File: config.mk
export PLATFORM = sky130hd
export DESIGN_NAME = nas_vram_arb_flat
export DESIGN_NICKNAME = d
export VERILOG_FILES = /design/src/rtl/nas_vram_pkg.sv /design/src/rtl/nas_vram_arb_if.sv /design/src/rtl/nas_vram_phase.sv /design/src/rtl/nas_vram_arb.sv /design/src/flat_wrapper.sv
export SDC_FILE = /design/constraint.sdc
export NUM_CORES = 1
export LEC_CHECK = 0
export CAP_MARGIN = 20
export CORE_ASPECT_RATIO = 1.25
export CORE_UTILIZATION = 25
export CTS_BUF_LIST = sky130_fd_sc_hd__clkbuf_4
export DETAILED_ROUTE_END_ITERATION = 6
export PLACE_DENSITY = 0.64
export RECOVER_POWER = 50
export SETUP_SLACK_MARGIN = 0.15
export SYNTH_ARGS = -nofsm -noshare
export SYNTH_HDL_FRONTEND = slang
export SYNTH_SLANG_ARGS = --single-unit
File: constraint.sdc
create_clock -name clk -period 2.2 [get_ports clk]
set_clock_uncertainty 0.2 [all_clocks]
set_input_delay 0.44 -clock clk [delete_from_list [all_inputs] [get_ports clk]]
set_output_delay 0.44 -clock clk [all_outputs]
set_load 0.05 [all_outputs]
File: src/rtl/nas_vram_pkg.sv
// nas_vram_pkg: shared types and constants for the Nascom 2 VDU RAM arbiter.
// Optional feature macro (used by nas_vram_arb): NAS_VRAM_SNOW_EN.
package nas_vram_pkg;

  localparam int AW_DEF = 10;
  localparam int DW_DEF = 8;

  // Slot phases owned by the character scan-out.
  localparam logic [2:0] VID_ADDR_PH = 3'd0;
  localparam logic [2:0] VID_DATA_PH = 3'd1;

  typedef enum logic [1:0] {
    IDLE = 2'd0,
    ACC  = 2'd1,
    RD   = 2'd2,
    DONE = 2'd3
  } arb_state_t;

endpackage

File: src/rtl/nas_vram_arb_if.sv
// nas_vram_arb_if: CPU-side request/ack bus into the VDU RAM arbiter.
// master = CPU bus decode, slave = arbiter.
interface nas_vram_arb_if #(
  parameter int AW = 10,
  parameter int DW = 8
) ();

  logic          cpu_req;
  logic          cpu_we;
  logic [AW-1:0] cpu_addr;
  logic [DW-1:0] cpu_wdata;
  logic [DW-1:0] cpu_rdata;
  logic          cpu_ack;
  logic          cpu_wait;

  modport master (
    output cpu_req, cpu_we, cpu_addr, cpu_wdata,
    input  cpu_rdata, cpu_ack, cpu_wait
  );

  modport slave (
    input  cpu_req, cpu_we, cpu_addr, cpu_wdata,
    output cpu_rdata, cpu_ack, cpu_wait
  );

endinterface

File: src/rtl/nas_vram_phase.sv
// nas_vram_phase: free-running 3-bit character-slot phase counter with
// decodes for the video address and video data-return phases.
module nas_vram_phase
  import nas_vram_pkg::*;
(
  input  logic       clk,
  input  logic       reset,
  output logic [2:0] ph,
  output logic       addr_slot,
  output logic       data_slot
);

  // Advance the phase every pixel clock, wrapping 7 -> 0.
  always_ff @(posedge clk) begin
    if (reset) ph <= 3'd0;
    else       ph <= ph + 3'd1;
  end

  assign addr_slot = (ph == VID_ADDR_PH);
  assign data_slot = (ph == VID_DATA_PH);

endmodule

File: src/rtl/nas_vram_arb.sv
// nas_vram_arb: shares the 1Kx8 VDU RAM between the Z80 and character scan-out.
// Phase 0 of every 8-cycle slot is reserved for the video fetch while vid_en is
// high; CPU accesses land in any other phase and are stretched with WAIT.
// Optional feature macro: NAS_VRAM_SNOW_EN -- CPU always wins the RAM and a
// collision with the video slot shows up on screen as "snow".
module nas_vram_arb
  import nas_vram_pkg::*;
#(
  parameter int AW = AW_DEF,
  parameter int DW = DW_DEF
) (
  input  logic          clk,
  input  logic          reset,
  nas_vram_arb_if.slave cpu,
  input  logic          vid_en,
  input  logic [AW-1:0] vid_addr,
  output logic [DW-1:0] vid_data,
  output logic [2:0]    ph,
  output logic [AW-1:0] ram_addr,
  output logic          ram_we,
  output logic [DW-1:0] ram_wdata,
  input  logic [DW-1:0] ram_rdata
);

  arb_state_t    state;
  logic          ack_q;
  logic [DW-1:0] rdata_q;
  logic          addr_slot;
  logic          data_slot;
  logic          grant;
  logic          cpu_sel;
  logic          vid_fetch;

  nas_vram_phase u_phase (
    .clk       (clk),
    .reset     (reset),
    .ph        (ph),
    .addr_slot (addr_slot),
    .data_slot (data_slot)
  );

`ifdef NAS_VRAM_SNOW_EN
  assign grant = 1'b1;
`else
  assign grant = ~(vid_en & addr_slot);
`endif

  assign cpu_sel = (state == ACC) & grant;

  // RAM port mux; the write strobe is masked during reset so an access caught
  // mid-flight never reaches the RAM.
  always_comb begin
    ram_addr  = cpu_sel ? cpu.cpu_addr : vid_addr;
    ram_we    = cpu_sel & cpu.cpu_we & ~reset;
    ram_wdata = cpu.cpu_wdata;
  end

  assign cpu.cpu_ack   = ack_q;
  assign cpu.cpu_rdata = rdata_q;
  assign cpu.cpu_wait  = cpu.cpu_req & (state != DONE);

  // CPU access FSM; ack is a single pulse on entry to DONE, and DONE is only
  // left once the request drops so a held request is served once.
  always_ff @(posedge clk) begin
    if (reset) begin
      state   <= IDLE;
      ack_q   <= 1'b0;
      rdata_q <= '0;
    end else begin
      ack_q <= 1'b0;
      case (state)
        IDLE: if (cpu.cpu_req) state <= ACC;
        ACC: begin
          if (grant) begin
            if (cpu.cpu_we) begin
              state <= DONE;
              ack_q <= 1'b1;
            end else begin
              state <= RD;
            end
          end
        end
        RD: begin
          rdata_q <= ram_rdata;
          state   <= DONE;
          ack_q   <= 1'b1;
        end
        DONE: if (!cpu.cpu_req) state <= IDLE;
        default: state <= IDLE;
      endcase
    end
  end

`ifdef NAS_VRAM_SNOW_EN
  logic          snow_wr;
  logic [DW-1:0] snow_wdata;

  // Remember a CPU write that stole the video address slot; its data is what
  // the shifter sees instead of the RAM contents.
  always_ff @(posedge clk) begin
    if (reset) begin
      snow_wr    <= 1'b0;
      snow_wdata <= '0;
    end else begin
      snow_wr    <= addr_slot & vid_en & (state == ACC) & cpu.cpu_we;
      snow_wdata <= cpu.cpu_wdata;
    end
  end
`endif

  // Video fetch: address at phase 0, capture the returned code at end of phase 1.
  always_ff @(posedge clk) begin
    if (reset) begin
      vid_fetch <= 1'b0;
      vid_data  <= '0;
    end else begin
      vid_fetch <= vid_en & addr_slot;
      if (data_slot && vid_fetch) begin
`ifdef NAS_VRAM_SNOW_EN
        vid_data <= snow_wr ? snow_wdata : ram_rdata;
`else
        vid_data <= ram_rdata;
`endif
      end
    end
  end

endmodule
File: src/flat_wrapper.sv
// flat-port wrapper written by rule: the top's interface ports become plain ports
module nas_vram_arb_flat import nas_vram_pkg::*;
#(
  parameter int AW = AW_DEF,
  parameter int DW = DW_DEF
)
  (clk, reset, vid_en, vid_addr, vid_data, ph, ram_addr, ram_we, ram_wdata, ram_rdata, cpu_cpu_req, cpu_cpu_we, cpu_cpu_addr, cpu_cpu_wdata, cpu_cpu_rdata, cpu_cpu_ack, cpu_cpu_wait);
  nas_vram_arb_if #(.AW(AW), .DW(DW)) cpu_i ();
  input  logic clk;
  input  logic reset;
  input  logic vid_en;
  input  logic [AW-1:0] vid_addr;
  output logic [DW-1:0] vid_data;
  output logic [2:0] ph;
  output logic [AW-1:0] ram_addr;
  output logic ram_we;
  output logic [DW-1:0] ram_wdata;
  input  logic [DW-1:0] ram_rdata;
  input wire logic [$bits(cpu_i.cpu_req)-1:0] cpu_cpu_req;
  input wire logic [$bits(cpu_i.cpu_we)-1:0] cpu_cpu_we;
  input wire logic [$bits(cpu_i.cpu_addr)-1:0] cpu_cpu_addr;
  input wire logic [$bits(cpu_i.cpu_wdata)-1:0] cpu_cpu_wdata;
  output wire logic [$bits(cpu_i.cpu_rdata)-1:0] cpu_cpu_rdata;
  output wire logic [$bits(cpu_i.cpu_ack)-1:0] cpu_cpu_ack;
  output wire logic [$bits(cpu_i.cpu_wait)-1:0] cpu_cpu_wait;
  assign cpu_i.cpu_req = cpu_cpu_req;
  assign cpu_i.cpu_we = cpu_cpu_we;
  assign cpu_i.cpu_addr = cpu_cpu_addr;
  assign cpu_i.cpu_wdata = cpu_cpu_wdata;
  assign cpu_cpu_rdata = cpu_i.cpu_rdata;
  assign cpu_cpu_ack = cpu_i.cpu_ack;
  assign cpu_cpu_wait = cpu_i.cpu_wait;
  nas_vram_arb #(.AW(AW), .DW(DW)) u_core (.clk(clk), .reset(reset), .cpu(cpu_i), .vid_en(vid_en), .vid_addr(vid_addr), .vid_data(vid_data), .ph(ph), .ram_addr(ram_addr), .ram_we(ram_we), .ram_wdata(ram_wdata), .ram_rdata(ram_rdata));
endmodule
==> impl_metrics.py <==
metrics = {
    "run_status": {
        "status": "finished, violations left",
        "violations": "negative setup slack",
    },
    "place": {
        "gp_congestion": 0.804,
        "port_buffers": 64,
        "dp_cells": 224,
        "hpwl_mm": 2.51,
    },
    "global_routing": {
        "grt_start_max_net_pins": 24,
        "first_global_vias": 1067,
        "grt_pass1_wl_mm": 5.31,
        "antenna_found_initial": 0,
        "grt_usage_pct": 14.3,
        "overflow": 0,
    },
    "synth": {
        "yosysTopAreaCell": "dfxtp_1",
        "synth_mux_area_share_pct": 25.0,
        "synth_top_area_share_pct": 40.7,
        "synthAdderAreaFrac_pct": 7.74,
        "yosysSeqAreaShare_pct": 40.7,
        "synth_top_family_by_area": "multiplexers",
        "netlist_top_cells_area": "dfxtp_1, mux2i_1, mux2_2",
        "yosysUniqueCellTypes": 22,
        "synth-xor-area-share_pct": 0.774,
        "ys_ff_latch": 23,
        "synth_area_per_cell_sq_um": 10.2,
        "yosys.area_share.simple_pct": 14.0,
        "syn_inst": 111,
        "synthesis.area_sq_um": 1130,
        "synth_fp_nets": 159,
        "ys_warn_count": 0,
        "synth_compound_area_share_pct": 3.32,
    },
    "critical_path": {
        "crit_chain": "inv_4 -> ha_4 -> nand3b_4 -> nand2_8 -> mux2_4 -> buf_6",
        "cp_num_buf_inv": 2,
        "slowest_stage": "dfxtp_4",
        "critPathArrivalTime_ps": 1640,
        "cp_top_family": "flip-flops",
        "crit_path_start_kind": "flop",
        "crit_fanout": 5,
        "slowest_delay_ps": 370,
        "end_kind": "primary output",
        "crit_required_ps": 1560,
        "worstSetupPathType": "flop to primary output",
    },
    "cts": {
        "clk_latency_ps": 300,
        "cts_buffer_depth": 2,
        "root_buffer": "clkbuf_4",
        "cts_sinks": 23,
        "htreeDepth": 1,
        "cts_hold_buf": 0,
        "cts_tree": "done",
        "cts.reportedPaths.clkPinSlew_ps": 120,
        "cts_buffers": 3,
    },
    "timing": {
        "worst_pin_slew_ps": 967,
        "clock.fmax_mhz": 439,
        "slew_violations": 0,
        "period_minus_slack_ps": 2280,
        "setup_viol": 11,
        "rsz0062_at_grt": "yes",
        "period_share_pct": 104,
        "slew_headroom_pct": 35.5,
        "hold_viol": 0,
        "finalWorstSetupSlack_ps": -78.0,
    },
    "drt": {
        "via_count": 1032,
        "ant_nets": 0,
        "dr.pass1.iters": 2,
        "first_iter_violations": 50,
        "drc": 0,
        "via_per_inst": 4.41,
        "wl_mm": 3.42,
        "post_drt_wl_per_cell_um": 14.6,
    },
    "floorplan": {
        "fp-row-count": 27,
        "fp.coreArea_sq_um": 4360,
        "die_area_sq_um": 4800,
        "die_h_um": 77.2,
        "die_w_um": 62.2,
        "ios": 81,
        "start_util_pct": 26.0,
    },
    "final_layout": {
        "diodes": 0,
        "post-route-util_pct": 45.8,
        "syn2layout_area_growth_pct": 76.3,
        "final_cells": 234,
        "drive_gt1_share_pct": 26.1,
        "nets": 225,
    },
    "power": {
        "switching_share_pct": 44.5,
        "seqPwrFrac_pct": 28.0,
        "leakage_nw": 0.950,
        "p_int_w": 0.00104,
        "vdd_drop_max_mv": 0.275,
        "clkPwrFrac_pct": 10.2,
        "combPwrFrac_pct": 61.8,
        "total_power_w": 0.00187,
        "p_switching_w": 0.000833,
        "powerDensity_nw_per_um2": 939,
    },
    "flow_run": {
        "drv_cap": 0,
    },
    "min_path": {
        "hold_path_class": "flop to flop",
    },
}
## worst register-to-register path, stage by stage (launching register included)
cell and delay (ps):
dfxtp_4 380, inv_4 40, buf_4 120, ha_1 160, nand3b_1 460, mux2i_1 250, nor2_1 60
## path summary, 6_finish.rpt
check                                        startpoint                       to  slack, ps  cells after the start
worst min-delay path            u_core.cpu.cpu_rdata[7]  u_core.cpu.cpu_rdata[7]        310                      2
worst min register to register  u_core.cpu.cpu_rdata[7]  u_core.cpu.cpu_rdata[7]        310                      2
worst max-delay path               u_core.u_phase.ph[1]              ram_addr[7]        -80                      6
worst max register to register     u_core.u_phase.ph[1]       u_core.vid_data[0]        400                      6
## state kept, by name, indices dropped and copies added (netlist names)
signal	flops
u_core.vid_data	8
u_core.u_phase.ph	3
u_core.state	2
u_core.vid_fetch	1
u_core.cpu.cpu_rdata	8
u_core.cpu.cpu_ack	1
## synth_stat cells
cell type and number:
and2_1 1, clkbuf_1 2, dfxtp_1 23, nand3_1 3, nor2_1 20, nor2b_1 2
mux2_2 10, a31oi_1 1, buf_4 9, a21oi_1 3, ha_1 7, inv_1 4
nor3b_1 1, mux2i_1 17, buf_2 1, nand2_2 1, a21o_1 1, xnor2_1 1
nand3b_4 1, nand3b_1 1, a311oi_1 1, nand4b_1 1
## layout by cell type (no fill, tap or decap), types with 2 or more instances in the layout
master / synthesis / final
clkdlybuf4s50_1: 0 / 30
dlygate4sd2_1: 0 / 21
nor2_1: 20 / 19
dfxtp_1: 23 / 19
mux2i_1: 17 / 17
buf_6: 0 / 11
mux2_4: 0 / 10
ha_1: 7 / 5
buf_4: 9 / 5
a21oi_1: 3 / 3
clkbuf_4: 0 / 3
nand2_8: 0 / 2
inv_1: 4 / 2
nor2b_1: 2 / 2
nand3_1: 3 / 2
ha_4: 0 / 2
buf_12: 0 / 2
dfxtp_2: 0 / 2
dfxtp_4: 0 / 2
## repair_timing
action | 4_1_cts | 5_1_grt
resized for setup | 41 | 6
setup endpoints to repair | 31 | 11
pin swaps | 3 | 2
gates cloned | 1 | 0
setup buffers | 5 | 0
## power by group through the flow
stage	Clock [W]	Combinational [W]	Sequential, W
after floorplan	0	0.000616	0.000667
after global placement	0	0.00102	0.000525
after detailed placement	0	0.00103	0.000531
after CTS	0.000209	0.00112	0.000525
after global routing	0.000229	0.00122	0.000534
final	0.000190	0.00116	0.000524
## per-stage QoR
step	area [sq um]	TNS (ps)	setup slack [ps]	hold slack [ps]
2_1_floorplan	1180	0	198	302
3_3_place_gp	1840	-1810	-183	228
3_5_place_dp	1840	-2220	-227	239
4_1_cts	1960	-658	-85.1	310
5_1_grt	1990	-1490	-145	331
6_report	1990	-704	-78.0	305
## kinds of logic after synthesis
kind of cell	after synthesis
and+or+nand+nor	31
AOI/OAI and AO/OA	6
buffers and inverters	16
xor gates and xnor gates	1
adders and majority gates	7
muxes	27
DFF	23
## area by class of cell
type,count,area (sq um)
Tap cell,58,72.6
Clock buffer,3,22.5
Multi-Input combinational cell,73,692
Inverter,4,17.5
Sequential cell,23,470
Clock inverter,1,5.00
Timing Repair Buffer,72,714
Fill cell,401,2360
## layer usage
layer | track usage, % | vias to the layer above | part of all wire, %
li1 | - | 498 | -
met1 | 13.8 | 466 | 36
met2 | 28.2 | 62 | 54
met3 | 4.02 | 6 | 7.8
met4 | 5.12 | 0 | 1.8
met5 | 0 | - | 0
Power figures use the tool's default switching activity.
